===== src/rtl/uart_pkg.sv =====
// Shared types and helpers for the UART transmit-side arbiter and its
// receive-side counterparts.
package uart_pkg;
  localparam int BYTE_W = 8;
  localparam int MAX_N  = 8;
  localparam int PTR_W  = 3;

  typedef enum logic [1:0] {
    IDLE = 2'd0,
    SEND = 2'd1,
    GAP  = 2'd2
  } arb_state_e;

  // First set bit of valid at or after ptr, wrapping modulo n.
  function automatic logic [PTR_W-1:0] rr_pick(input logic [MAX_N-1:0] valid,
                                               input logic [PTR_W-1:0] ptr,
                                               input int n);
    logic found;
    int   idx;
    rr_pick = ptr;
    found   = 1'b0;
    for (int k = 0; k < MAX_N; k++) begin
      idx = (int'(ptr) + k) % n;
      if (!found && k < n && valid[idx[PTR_W-1:0]]) begin
        rr_pick = idx[PTR_W-1:0];
        found   = 1'b1;
      end
    end
  endfunction
endpackage


===== src/rtl/uart_tx_arbiter_if.sv =====
// Requester-side byte streams plus the single transmitter byte port.
interface uart_tx_arbiter_if import uart_pkg::*; #(
  parameter int N = 2
);
  logic [N-1:0][BYTE_W-1:0] _in_data;
  logic [N-1:0]             _in_valid;
  logic [N-1:0]             _in_last;
  logic [N-1:0]             _in_ready;
  logic [BYTE_W-1:0]        _out;
  logic                     _out_valid;
  logic                     _out_ready;

  modport slave (
    input  _in_data, _in_valid, _in_last, _out_ready,
    output _in_ready, _out, _out_valid
  );

  modport master (
    output _in_data, _in_valid, _in_last, _out_ready,
    input  _in_ready, _out, _out_valid
  );
endinterface


===== src/rtl/rr_picker.sv =====
// Combinational N-way round-robin selector: first valid index starting at ptr.
module rr_picker import uart_pkg::*; #(
  parameter  int N  = 2,
  localparam int GW = (N > 2) ? $clog2(N) : 1
) (
  input  logic [N-1:0]  valid,
  input  logic [GW-1:0] ptr,
  output logic [GW-1:0] idx,
  output logic          any_valid
);
  logic [PTR_W-1:0] pick;

  assign pick      = rr_pick(MAX_N'(valid), PTR_W'(ptr), N);
  assign idx       = GW'(pick);
  assign any_valid = |valid;
endmodule


===== src/rtl/uart_tx_arbiter.sv =====
// Message-granular round-robin arbiter in front of one UART transmitter,
// with an optional inter-message gap and a mid-message stall watchdog.
module uart_tx_arbiter import uart_pkg::*; #(
  parameter  int N          = 2,
  parameter  int GAP_CLOCKS = 0,
  parameter  int TIMEOUT    = 1000,
  localparam int GW         = (N > 2) ? $clog2(N) : 1
) (
  input  logic             _clock,
  input  logic             _reset,
  uart_tx_arbiter_if.slave bus,
  output logic [GW-1:0]    _grant,
  output logic             _busy,
  output logic             _abort
);
  if (N < 2 || N > MAX_N) begin : g_bad_n
    $error("uart_tx_arbiter: N must be 2..8");
  end
  if (GAP_CLOCKS < 0 || GAP_CLOCKS > 65535 || TIMEOUT < 0 || TIMEOUT > 65535) begin : g_bad_cnt
    $error("uart_tx_arbiter: GAP_CLOCKS and TIMEOUT must fit in 16 bits");
  end

  localparam logic [15:0] GAP_LOAD = 16'(GAP_CLOCKS - 1);
  localparam logic [15:0] WD_LAST  = 16'(TIMEOUT - 1);

  arb_state_e    state;
  logic [GW-1:0] grant, rr_ptr, pick, next_ptr;
  logic [15:0]   gap_cnt, wd_cnt;
  logic          any_valid, sel_valid, sel_last, xfer, wd_fire;

  rr_picker #(.N(N)) u_pick (
    .valid    (bus._in_valid),
    .ptr      (rr_ptr),
    .idx      (pick),
    .any_valid(any_valid)
  );

  assign sel_valid = bus._in_valid[grant];
  assign sel_last  = bus._in_last[grant];
  assign xfer      = (state == SEND) && sel_valid && bus._out_ready;
  assign wd_fire   = (TIMEOUT > 0) && (state == SEND) && !sel_valid && (wd_cnt == WD_LAST);
  assign next_ptr  = (grant == GW'(N - 1)) ? '0 : grant + 1'b1;

  // Outputs track live inputs so the transmitter sees the owner's byte with no added latency.
  always_comb begin
    bus._out       = '0;
    bus._out_valid = 1'b0;
    bus._in_ready  = '0;
    if (state == SEND) begin
      bus._out             = bus._in_data[grant];
      bus._out_valid       = sel_valid;
      bus._in_ready[grant] = bus._out_ready;
    end
  end

  assign _grant = grant;
  assign _busy  = (state != IDLE);
  assign _abort = wd_fire;

  always_ff @(posedge _clock or negedge _reset) begin
    if (!_reset) begin
      state   <= IDLE;
      grant   <= '0;
      rr_ptr  <= '0;
      gap_cnt <= '0;
      wd_cnt  <= '0;
    end else begin
      case (state)
        IDLE: if (any_valid) begin
          grant  <= pick;
          state  <= SEND;
          wd_cnt <= '0;
        end
        SEND: begin
          // A completed message and a watchdog abort release the grant identically.
          if ((xfer && sel_last) || wd_fire) begin
            rr_ptr <= next_ptr;
            wd_cnt <= '0;
            if (GAP_CLOCKS > 0) begin
              state   <= GAP;
              gap_cnt <= GAP_LOAD;
            end else begin
              state <= IDLE;
            end
          end else if (!sel_valid) begin
            if (wd_cnt != '1) wd_cnt <= wd_cnt + 16'd1;
          end else begin
            wd_cnt <= '0;
          end
        end
        GAP: begin
          if (gap_cnt == '0) state <= IDLE;
          else gap_cnt <= gap_cnt - 16'd1;
        end
        default: state <= IDLE;
      endcase
    end
  end
endmodule

===== src/flat_wrapper.sv =====
// flat-port wrapper written by rule: the top's interface ports become plain ports
module uart_tx_arbiter_flat import uart_pkg::*;
#(
  parameter  int N          = 2,
  parameter  int GAP_CLOCKS = 0,
  parameter  int TIMEOUT    = 1000,
  localparam int GW         = (N > 2) ? $clog2(N) : 1
)
  (_clock, _reset, _grant, _busy, _abort, bus__in_data, bus__in_valid, bus__in_last, bus__out_ready, bus__in_ready, bus__out, bus__out_valid);
  uart_tx_arbiter_if #(.N(N)) bus_i ();
  input  logic _clock;
  input  logic _reset;
  output logic [GW-1:0] _grant;
  output logic _busy;
  output logic _abort;
  input wire logic [$bits(bus_i._in_data)-1:0] bus__in_data;
  input wire logic [$bits(bus_i._in_valid)-1:0] bus__in_valid;
  input wire logic [$bits(bus_i._in_last)-1:0] bus__in_last;
  input wire logic [$bits(bus_i._out_ready)-1:0] bus__out_ready;
  output wire logic [$bits(bus_i._in_ready)-1:0] bus__in_ready;
  output wire logic [$bits(bus_i._out)-1:0] bus__out;
  output wire logic [$bits(bus_i._out_valid)-1:0] bus__out_valid;
  assign bus_i._in_data = bus__in_data;
  assign bus_i._in_valid = bus__in_valid;
  assign bus_i._in_last = bus__in_last;
  assign bus_i._out_ready = bus__out_ready;
  assign bus__in_ready = bus_i._in_ready;
  assign bus__out = bus_i._out;
  assign bus__out_valid = bus_i._out_valid;
  uart_tx_arbiter #(.N(N), .GAP_CLOCKS(GAP_CLOCKS), .TIMEOUT(TIMEOUT)) u_core (._clock(_clock), ._reset(_reset), .bus(bus_i), ._grant(_grant), ._busy(_busy), ._abort(_abort));
endmodule

===== config.mk =====
export PLATFORM = sky130hd
export DESIGN_NAME = uart_tx_arbiter_flat
export DESIGN_NICKNAME = d
export VERILOG_FILES = /design/src/rtl/uart_pkg.sv /design/src/rtl/uart_tx_arbiter_if.sv /design/src/rtl/rr_picker.sv /design/src/rtl/uart_tx_arbiter.sv /design/src/flat_wrapper.sv
export SDC_FILE = /design/constraint.sdc
export NUM_CORES = 1
export LEC_CHECK = 0
export CORE_AREA = 2 2 54 56
export CTS_CLUSTER_SIZE = 10
export DETAILED_ROUTE_END_ITERATION = 12
export DIE_AREA = 0 0 56 58
export HOLD_SLACK_MARGIN = 0.05
export PLACE_DENSITY = 0.94
export SLEW_MARGIN = 20
export SYNTH_ARGS = -nofsm -noshare
export SYNTH_HDL_FRONTEND = slang
export SYNTH_HIERARCHICAL = 1
export SYNTH_SLANG_ARGS = --single-unit

===== constraint.sdc =====
create_clock -name _clock -period 4 [get_ports _clock]
set_input_delay 0.8 -clock _clock [delete_from_list [all_inputs] [get_ports _clock]]
set_output_delay 0.8 -clock _clock [all_outputs]
set_load 0.01 [all_outputs]

==> Word level (Yosys, flattened, before mapping) <==
Index checks and enable logic that the tools add are counted.
Widths: inputs -> output; s select.
{ "classes": {"n_eq_ne": 8, "n_lt_le_gt_ge": 4, "bitwise_logic": 3, "div_mod_pow": 0, "n_reduce_logical": 20, "multipliers": 0, "add_sub_neg": 4, "n_mux": 27, "n_shift": 0} }
{ "op_table": {"columns": ["operator", "count"], "rows": [
  ["$mux 16", 4],
  ["$pmux 16 s2", 1],
  ["$mux 8", 3],
  ["$add 16x1->16 const B", 1],
  ["$eq 16x10->1 const B", 1],
  ["$logic_not 16->1", 1],
  ["$ne 16x16->1 const B", 1],
  ["$sub 16x1->16 const B", 1],
  ["$mux 1", 12],
  ["$mux 2", 4],
  ["$logic_and 1x1->1", 7],
  ["$pmux 2 s3", 1],
  ["$reduce_and 2->1", 3],
  ["$reduce_and 3->1", 2],
  ["$lt 1x4->1 const B", 1],
  ["$lt 3x4->1 const B", 1],
  ["$ne 2x1->1 const B", 2],
  ["$ne 4x3->1 const B", 1],
  ["$reduce_bool 2->1", 2],
  ["$add 1x1->1 const B", 2],
  ["$and 2x2->2", 1],
  ["$bmux 1 s2", 1],
  ["$eq 2x1->1 const B", 1],
  ["$eq 2x2->1 const B", 1],
  ["10 further kinds", 11]
]} }
{ "totals": {"in_bits": 23, "ff_bits": 36, "out_inout_bits": 14, "mem_bits_rw": 0, "mem_count": 0, "latch_bits": 0, "romBits": 0} }

==> Longest topological paths before layout <==
Gate-level depths: netlist of the first run.
{ "logic_depth": {"ltp_word": 8, "ltp_mapped": 7, "mapped_depth_nobuf": 6} }

==> Hierarchy <==
Netlist of the first run, hierarchy kept.
{ "by_module_without_submodules": {"columns": ["module", "n_inst", "area_per_inst_um2", "cells_each", "seq_area_each_um2"], "rows": [
  ["uart_tx_arbiter", 1, 1278.7, 143, 475.5],
  ["rr_picker", 1, 18.8, 4, 0.0]
]} }

==> Worst setup path after synthesis of the first run <==
OpenSTA, ideal clock, no wires.
{ "synth_path": {"kind": "register -> output", "startpoint": "register u_core.wd_cnt[12]", "endpoint": "output _abort", "stages_incl_launch_ff": 4, "required_time_ps": 3200, "path_slack_ps": 1651, "n_path_buf": 0, "t_arrival_ps": 1549, "path_cell_list": "dfrtp_1 or4_4 nor4_4 nor2b_1"} }
{ "synth_between": {"elab_chain_len": 2} }
{ "synth_lines": {"columns": ["element", "line_no", "rtl"], "rows": [
  ["start, declared", "uart_tx_arbiter.sv:28", "logic [15:0] gap_cnt, wd_cnt;"],
  ["start signal, assigned", "uart_tx_arbiter.sv:86", "if (wd_cnt != '1) wd_cnt <= wd_cnt + 16'd1;"],
  ["$eq 16x10->1", "uart_tx_arbiter.sv:41", "assign wd_fire = (TIMEOUT > 0) && (state == SEND) && !sel_valid && (wd_cnt == WD_LAST);"],
  ["$logic_and 1x1->1", "uart_tx_arbiter.sv:41", null],
  ["end, declared", "flat_wrapper.sv:15", "output logic _abort;"]
]} }
No other way between the ends.

==> Final worst setup path of the first run <==
Ends and elaborated chain as after synthesis.

==> results of run 1 <==
==> registers in the layout, summed over array words and instances (netlist names) <==
| signal | flops |
|---|---|
| u_core/wd_cnt | 16 |
| u_core/state | 1 |
| u_core/_grant | 1 |
| u_core/rr_ptr | 1 |
==> cell type report <==
| type | instances | share of cell area, % |
|---|---|---|
| clock buffers | 3 | 1.34 |
| clock inverters | 1 | 0.297 |
| inverters | 8 | 1.78 |
| multi-input cells | 115 | 44.7 |
| flip-flops and latches | 19 | 28.2 |
| well taps | 31 | 2.30 |
| repair buffers | 36 | 21.4 |
==> how the worst max path moves through the flow <==
stage,startpoint,to,slack (ns),cells after the start
finish,u_core/wd_cnt[12]$_DFFE_PN0P_,_abort,0.71,4
global route,u_core/wd_cnt[3]$_DFFE_PN0P_,_abort,0.57,4
CTS,u_core/wd_cnt[12]$_DFFE_PN0P_,_abort,0.70,4
detailed placement,bus__in_valid[0],_abort,0.75,5
global placement,bus__in_valid[1],_abort,0.80,5
floorplan,u_core/wd_cnt[12]$_DFFE_PN0P_,_abort,1.65,3
==> metal layers <==
metal  share of wire [%]  vias up  GRT usage, %
li1                    -      593             -
met5                   0        -             0
met3                  11       12          8.04
met4                 2.8        0          11.9
met2                  49       92          39.2
met1                  37      609          23.7
==> per-stage QoR <==
| step | cell area [µm²] | hold slack [ns] | power [mW] | worst slack (ns) |
|---|---|---|---|---|
| 2_1_floorplan | 1300 | 0.473 | 0.519 | 1.65 |
| 4_1_cts | 1690 | 0.531 | 0.791 | 0.700 |
| 6_report | 1690 | 0.529 | 0.788 | 0.713 |
| 3_3_place_gp | 1660 | 0.495 | 0.674 | 0.802 |
| 5_1_grt | 1690 | 0.584 | 0.843 | 0.569 |
| 3_5_place_dp | 1660 | 0.506 | 0.691 | 0.751 |
==> cell usage in the layout, fill, tap and decap left out, types with 3 or more instances in the layout <==
cell type        Yosys  routed
a21o_1               6       6
mux2i_1             10      10
clkbuf_4             0       3
nand2_1             15      15
a21oi_1              4       4
nor2_1              16      16
dfrtp_1             19      19
o31ai_1              3       3
o21ai_0             10      10
inv_1                7       7
nand3_1              7       7
clkdlybuf4s50_1      0      36
nor3_1               6       6
or3_1                3       3
==> critical path, stage by stage (launching register included) <==
cell,delay [ns]
dfrtp_1,0.44
or4_4,0.56
nor4_4,0.42
nor2b_1,0.19
clkdlybuf4s50_1,0.55
==> kinds of logic after synthesis <==
| family | Yosys count | synth area share (%) |
|---|---|---|
| buf+inv | 13 | 5.21 |
| simple gates | 67 | 28.4 |
| compound gates | 33 | 17.8 |
| mux | 12 | 9.64 |
| fa+ha+maj | 1 | 0.964 |
| flops | 19 | 36.6 |
| xor+xnor | 2 | 1.35 |
==> power by group <==
group	internal, mW	switching, mW	leakage [nW]	total (mW)
logic	0.217	0.192	0.428	0.408
clock network	0.0374	0.0635	0.0177	0.101
registers	0.218	0.0614	0.256	0.279
==> flow_metrics.tcl, run 1 <==
set metrics [dict create \
    status "complete, no violations" \
    grt_pass1_vias 1330 \
    die_w_um 56 \
    reg2reg_to "u_core/wd_cnt[8]$_DFFE_PN0P_" \
    drt_iter0_markers 66 \
    power_leakage_nw 0.701 \
    wl_um 3290 \
    grt_pass1_wl_um 5730 \
    cts_hold_buf 0 \
    start_util_pct 48.7 \
    area_delta_synth_final_pct 30.0 \
    synth_top_cell_area_share_pct 36.6 \
    post_cts_resized 0 \
    wl_per_cell_um 15.4 \
    r2r_cells 5 \
    numCtsBuffers 3 \
    clk_latency_ns 0.31 \
    synth_seq_cells 19 \
    ys_warn_count 6 \
    ctsLongestPathBuffers 2 \
    crit_path_end_kind "output pin" \
    nNetsFinal 207 \
    cts_setup_buffers 0 \
    vias_per_cell 6.13 \
    synth_edf_count 0 \
    num_rows 19 \
    synth_cell_types 43 \
    global_route.overflow_total 0 \
    tns_ns 0 \
    yosysMostFrequentCell "dfrtp_1" \
    synth_nets 171 \
    gr-usage-all-layers_pct 22.4 \
    fin_crit_sh_pct 82.2 \
    hpwl_um 2520 \
    die-area_mm2 0.00325 \
    worstSetupPathType "flip-flop to output pin" \
    grt_max_degree 20 \
    synthFlopType "dfrtp_1" \
    cts_root_buf "clkbuf_4" \
    maxCapViolations 0 \
    io_pins 37 \
    fin_util_pct 63.3 \
    postSynthAreaPerCell_um2 8.83 \
    min_path_cells 2 \
    netlist_area_mm2 0.00130 \
    antenna_found_initial 0 \
    diodes 0 \
    vdd_drop_max_v 0.000372 \
    critPathRequiredTime_ns 3.20 \
    yosysTopAreaCell "dfrtp_1" \
    critical_path_arrival_ns 2.49 \
    nFillCells 219 \
    setup_viol 0 \
    synth_top_cells_by_count "dfrtp_1 (19), nor2_1 (16), nand2_1 (15)" \
    cts.reportedPaths.clkPinSlew_ns 0.11 \
    hold_class "flip-flop to flip-flop" \
    worstHoldStart "u_core/wd_cnt[1]$_DFFE_PN0P_" \
    worstSetupStartpointType "flip-flop" \
    die_height_um 58 \
    cts_num_sinks 19 \
    htreeDepth 1 \
    drc_errors 0 \
    hold_viol_final 0 \
    power.density_mw_per_mm2 467 \
    seqCellArea_um2 475 \
    r2r_start "u_core/_grant$_DFFE_PN0P_" \
    slew_violations 0 \
    yosysSeqAreaShare_pct 36.6 \
    vias 1306 \
    syn_inst 147 \
    worst_pin_slew_ns 0.863 \
    skew_ns 0.00618 \
    rsz0062_at_grt "false" \
    place_congestion 0.874 \
    yosys-top-cells-area "dfrtp_1 (37%), mux2i_1 (7.7%), nor2_1 (4.6%)" \
    timing.slew.headroom_pct 42.3 \
    detail_route.first_pass.iterations 4 \
    drive_above_1_share_pct 7.14 \
    multi_input_area_um2 754 \
    core_mm2 0.00266 \
    min_to "u_core/wd_cnt[1]$_DFFE_PN0P_" \
    dp.cells 209 \
    fmax_mhz 304 \
    finalNonFillerCells 213 \
    crit_fanout 6 \
    r2r_slack_ns 1.43 \
    synthArstFlopShare_pct 100 \
    numPortBuffers 36 \
    period_minus_slack_ns 3.29 \
    ant_nets 0 \
    cts_tree "yes" \
]
No activity file was read; power rests on OpenSTA's default activity.
==> run 2: changes to the inputs <==
Settings changed: CORE_AREA 2 2 54 56 to 2 2 58 60, DIE_AREA 0 0 56 58 to 0 0 60 62, PLACE_DENSITY 0.94 to 0.87.
Clock period 4 ns to 2.9 ns, I/O delays scaled along.
==> flow_metrics.tcl, run 2 (synthesis gave the netlist of run 1 again) <==
set metrics [dict create \
    status "complete, no violations" \
    vias 1230 \
    numPortBuffers 36 \
    fin_hold_ws_ns 0.531 \
    drt_iter0_markers 80 \
    finalNonFillerCells 233 \
    combPwrFrac_pct 56.3 \
    cts_num_sinks 19 \
    maxCapViolations 0 \
    r2r_cells 6 \
    cts_setup_buffers 0 \
    vias_per_cell 5.28 \
    cts_hold_buf 0 \
    p_total_mw 1.11 \
    hold_class "flip-flop to flip-flop" \
    skew_ns 0.00514 \
    die_w_um 60 \
    fin_crit_sh_pct 86.9 \
    worstSetupPathType "flip-flop to output pin" \
    clk_latency_ns 0.30 \
    clkPwrFrac_pct 12.1 \
    critical_path_arrival_ns 1.94 \
    final_cell_mix "clkdlybuf4s50_1 (35), dfrtp_1 (19), nor2_1 (16)" \
    swShare_pct 38.5 \
    fmax_mhz 397 \
    dp.cells 229 \
    cts_root_buf "clkbuf_4" \
    crit_path_end_kind "output pin" \
    worstSetupStartpointType "flip-flop" \
    drc_errors 0 \
    die_height_um 62 \
    wl_um 2950 \
    power.net_switching_mw 0.426 \
    gr-usage-all-layers_pct 17.9 \
    timing.slew.headroom_pct 43.1 \
    critPathRequiredTime_ns 2.32 \
    ant_nets 0 \
    final_common_cell "clkdlybuf4s50_1" \
    power.density_mw_per_mm2 634 \
    area_delta_synth_final_pct 34.4 \
    grt_pass1_vias 1144 \
    grt_max_degree 20 \
    period_minus_slack_ns 2.52 \
    grt_pass1_wl_um 5040 \
    io_pins 37 \
    die-area_mm2 0.00372 \
    power.share.sequential_pct 31.7 \
    hpwl_um 2220 \
    slew_violations 0 \
    min_path_cells 2 \
    antenna_found_initial 0 \
    start_util_pct 40.8 \
    htreeDepth 1 \
    core_mm2 0.00318 \
    rsz0062_at_grt "false" \
    drive_above_1_share_pct 9.09 \
    numCtsBuffers 3 \
    ctsLongestPathBuffers 2 \
    tns_ns 0 \
    hold_viol_final 0 \
    setup_viol 0 \
    num_rows 21 \
    cts.reportedPaths.clkPinSlew_ns 0.11 \
    place_congestion 0.862 \
    regMostFlops "u_core/wd_cnt" \
    cts_tree "yes" \
    largest_reg_flops 16 \
    p_int_mw 0.681 \
    power_leakage_nw 0.742 \
    worst_pin_slew_ns 0.851 \
    global_route.overflow_total 0 \
    wl_per_cell_um 12.6 \
    vdd_drop_max_v 0.000385 \
    nNetsFinal 212 \
    detail_route.first_pass.iterations 4 \
    crit_fanout 5 \
    diodes 0 \
]
-- run 2: cell count changes in the layout (fill, tap and decap cells not counted), sizes merged --
cell | previous run | this run
buf | 0 | 5
clkbuf | 3 | 4
clkdlybuf4s50 | 36 | 35
clkinv | 2 | 1
dlymetal6s2s | 0 | 1
-- run 2: power by group through the flow --
stage | Sequential, mW | Combinational (mW) | Clock (mW)
global placement | 0.353 | 0.617 | 0
CTS | 0.351 | 0.631 | 0.138
global route | 0.357 | 0.689 | 0.156
floorplan | 0.349 | 0.367 | 0
finish | 0.350 | 0.623 | 0.133
detailed placement | 0.354 | 0.628 | 0
-- run 2: critical path, stage by stage, from the launching register on --
cell	delay, ns
dfrtp_1	0.44
or4_4	0.56
nor4_4	0.31
nor2b_1	0.17
dlymetal6s2s_1	0.17
-- run 2: final cells by class --
cell class,instances,area (µm²)
fill,272,1440
clock buffer,4,26.3
inverter,8,30.0
sequential,19,475
multi-input combinational,115,754
timing repair buffer,41,400
tap,46,57.6
-- run 2: per-stage QoR --
step                      cell area, µm²  utilization [%]  setup slack [ns]
after floorplan                     1300                -             0.771
after global placement              1720             54.0             0.240
after detailed placement            1720             54.0             0.222
after CTS                           1740             54.8           0.00479
after global routing                1740             54.9             0.233
final                               1740             54.9             0.379
-- run 2: layer usage --
| metal | GRT usage [%] | routed length (µm) | vias up |
|---|---|---|---|
| met1 | 23.5 | 1320 | 566 |
| met2 | 28.4 | 1400 | 53 |
| met4 | 6.35 | 20 | 0 |
| met5 | 0 | 0 | - |
| met3 | 4.76 | 206 | 4 |
| li1 | - | - | 607 |
-- run 2: final timing paths --
kind | to | start | slack (ns)
setup / recovery | _abort | u_core/wd_cnt[12]$_DFFE_PN0P_ | 0.38
min in group asynchronous | u_core/wd_cnt[7]$_DFFE_PN0P_ | _reset | 0.76
setup reg to reg | u_core/wd_cnt[5]$_DFFE_PN0P_ | u_core/wd_cnt[12]$_DFFE_PN0P_ | 0.73
hold / removal | u_core/wd_cnt[1]$_DFFE_PN0P_ | u_core/wd_cnt[1]$_DFFE_PN0P_ | 0.53
hold reg to reg | u_core/wd_cnt[1]$_DFFE_PN0P_ | u_core/wd_cnt[1]$_DFFE_PN0P_ | 0.53
max in group asynchronous | u_core/wd_cnt[8]$_DFFE_PN0P_ | _reset | 1.62
-- run 2: timing repair --
item                                    CTS  global route
resized for setup                         0             1
endpoints found under the setup margin    0             1
endpoints found under the hold margin     0             0
==> run 3: changes to the inputs <==
Settings changed: CORE_AREA 2 2 58 60 to 2 2 50 70, DIE_AREA 0 0 60 62 to 0 0 52 72, PLACE_DENSITY 0.87 to 0.86.
==> flow_metrics.tcl, run 3 (synthesis gave the netlist of run 1 again) <==
set metrics [dict create \
    area_delta_synth_final_pct 35.1 \
    hpwl_um 2390 \
    grt_pass1_vias 1222 \
    final_cell_mix "clkdlybuf4s50_1 (36), dfrtp_1 (19), nor2_1 (16)" \
    nFillCells 276 \
    place_congestion 0.831 \
    largest_reg_flops 16 \
    hold_viol_final 0 \
    status "complete, no violations" \
    nNetsFinal 212 \
    power.net_switching_mw 0.435 \
    numPortBuffers 36 \
    dp.cells 222 \
    worst_pin_slew_ns 0.860 \
    crit_path_end_kind "output pin" \
    vias_per_cell 5.50 \
    max_stage_delay_ns 0.56 \
    p_int_mw 0.722 \
    combPwrFrac_pct 53.6 \
    ant_nets 0 \
    tns_ns 0 \
    wl_um 3080 \
    gr-usage-all-layers_pct 18.2 \
    drt_iter0_markers 40 \
    ctsLongestPathBuffers 2 \
    die_height_um 72 \
    cts_root_buf "clkbuf_8" \
    finalNonFillerCells 226 \
    slew_violations 0 \
    skew_ns 0.00240 \
    detail_route.first_pass.iterations 4 \
    worstSetupPathType "flip-flop to output pin" \
    drc_errors 0 \
    cts_hold_buf 0 \
    swShare_pct 37.6 \
    die-area_mm2 0.00374 \
    critPathRequiredTime_ns 2.32 \
    core_mm2 0.00309 \
    diodes 0 \
    critPathSlowestCell "or4_4" \
    num_rows 24 \
    cts_tree "yes" \
    crit_fanout 5 \
    global_route.overflow_total 0 \
    multi_input_area_um2 754 \
    vdd_drop_max_v 0.000548 \
    r2r_slack_ns 0.78 \
    grt_max_degree 20 \
    fin_util_pct 56.7 \
    grt_pass1_wl_um 5200 \
    hold_class "flip-flop to flip-flop" \
    power.density_mw_per_mm2 660 \
    antenna_found_initial 0 \
    cts_num_sinks 19 \
    path_cells "or4_4 > nor4_4 > nor2b_1 > clkdlybuf4s50_1" \
    fmax_mhz 358 \
    clkPwrFrac_pct 16.0 \
    wl_per_cell_um 13.6 \
    drive_above_1_share_pct 9.63 \
    io_pins 37 \
    worstSetupStartpointType "flip-flop" \
    maxCapViolations 0 \
    setup_viol 0 \
    vias 1244 \
    htreeDepth 1 \
    power_leakage_nw 0.734 \
    seqCellArea_um2 475 \
    fin_crit_sh_pct 96.4 \
    numCtsBuffers 3 \
    period_minus_slack_ns 2.79 \
    critical_path_arrival_ns 2.21 \
    cts.reportedPaths.clkPinSlew_ns 0.07 \
    final_common_cell "clkdlybuf4s50_1" \
    timing.slew.headroom_pct 42.5 \
    start_util_pct 41.9 \
    cts_setup_buffers 0 \
    power.share.sequential_pct 30.4 \
    rsz0062_at_grt "false" \
    die_w_um 52 \
    clk_latency_ns 0.26 \
    regMostFlops "u_core/wd_cnt" \
    post_cts_resized 0 \
]
run 3: final cells by class:
cell class | instances | share of cell area [%]
multi-input combinational | 115 | 43.0
timing repair buffer | 41 | 22.7
clock inverter | 1 | 0.286
tap | 39 | 2.78
clock buffer | 3 | 2.36
inverter | 8 | 1.71
sequential | 19 | 27.1
run 3: critical path, delay by kind of cell, from the launching register on:
family	cells	cell delay, ns
buf+inv	1	0.55
flops	1	0.41
simple gates	3	1.01
run 3: power groups by stage:
stage / Sequential, mW / Clock, mW / Combinational, mW
2_1_floorplan: 0.349 / 0 / 0.367
3_3_place_gp: 0.355 / 0 / 0.617
3_5_place_dp: 0.357 / 0 / 0.625
4_1_cts: 0.352 / 0.192 / 0.628
5_1_grt: 0.360 / 0.202 / 0.680
6_report: 0.352 / 0.185 / 0.621
run 3: routing by layer:
layer / track usage [%] / share of wire [%] / up-vias
met4: 8.19 / 2.0 / 0
met2: 33.1 / 54 / 38
li1: - / - / 611
met1: 20.1 / 40 / 588
met5: 0 / 0 / -
met3: 2.88 / 4.0 / 7
run 3: worst paths after layout:
kind / from / to / cells after the start
worst max-delay path: u_core/wd_cnt[12]$_DFFE_PN0P_ / _abort / 4
worst min-delay path: u_core/wd_cnt[1]$_DFFE_PN0P_ / u_core/wd_cnt[1]$_DFFE_PN0P_ / 2
worst max register to register: u_core/wd_cnt[12]$_DFFE_PN0P_ / u_core/wd_cnt[5]$_DFFE_PN0P_ / 6
worst min register to register: u_core/wd_cnt[1]$_DFFE_PN0P_ / u_core/wd_cnt[1]$_DFFE_PN0P_ / 2
max in group asynchronous: _reset / u_core/wd_cnt[2]$_DFFE_PN0P_ / 1
min in group asynchronous: _reset / u_core/wd_cnt[13]$_DFFE_PN0P_ / 1
run 3: per-stage QoR:
step / hold WS (ns) / area (µm²) / power (mW) / setup WS [ns]
2_1_floorplan: 0.284 / 1300 / 0.716 / 0.771
3_3_place_gp: 0.500 / 1710 / 0.971 / 0.262
3_5_place_dp: 0.507 / 1710 / 0.983 / 0.254
4_1_cts: 0.523 / 1750 / 1.17 / 0.0833
5_1_grt: 0.550 / 1750 / 1.24 / 0.0184
6_report: 0.515 / 1750 / 1.16 / 0.105
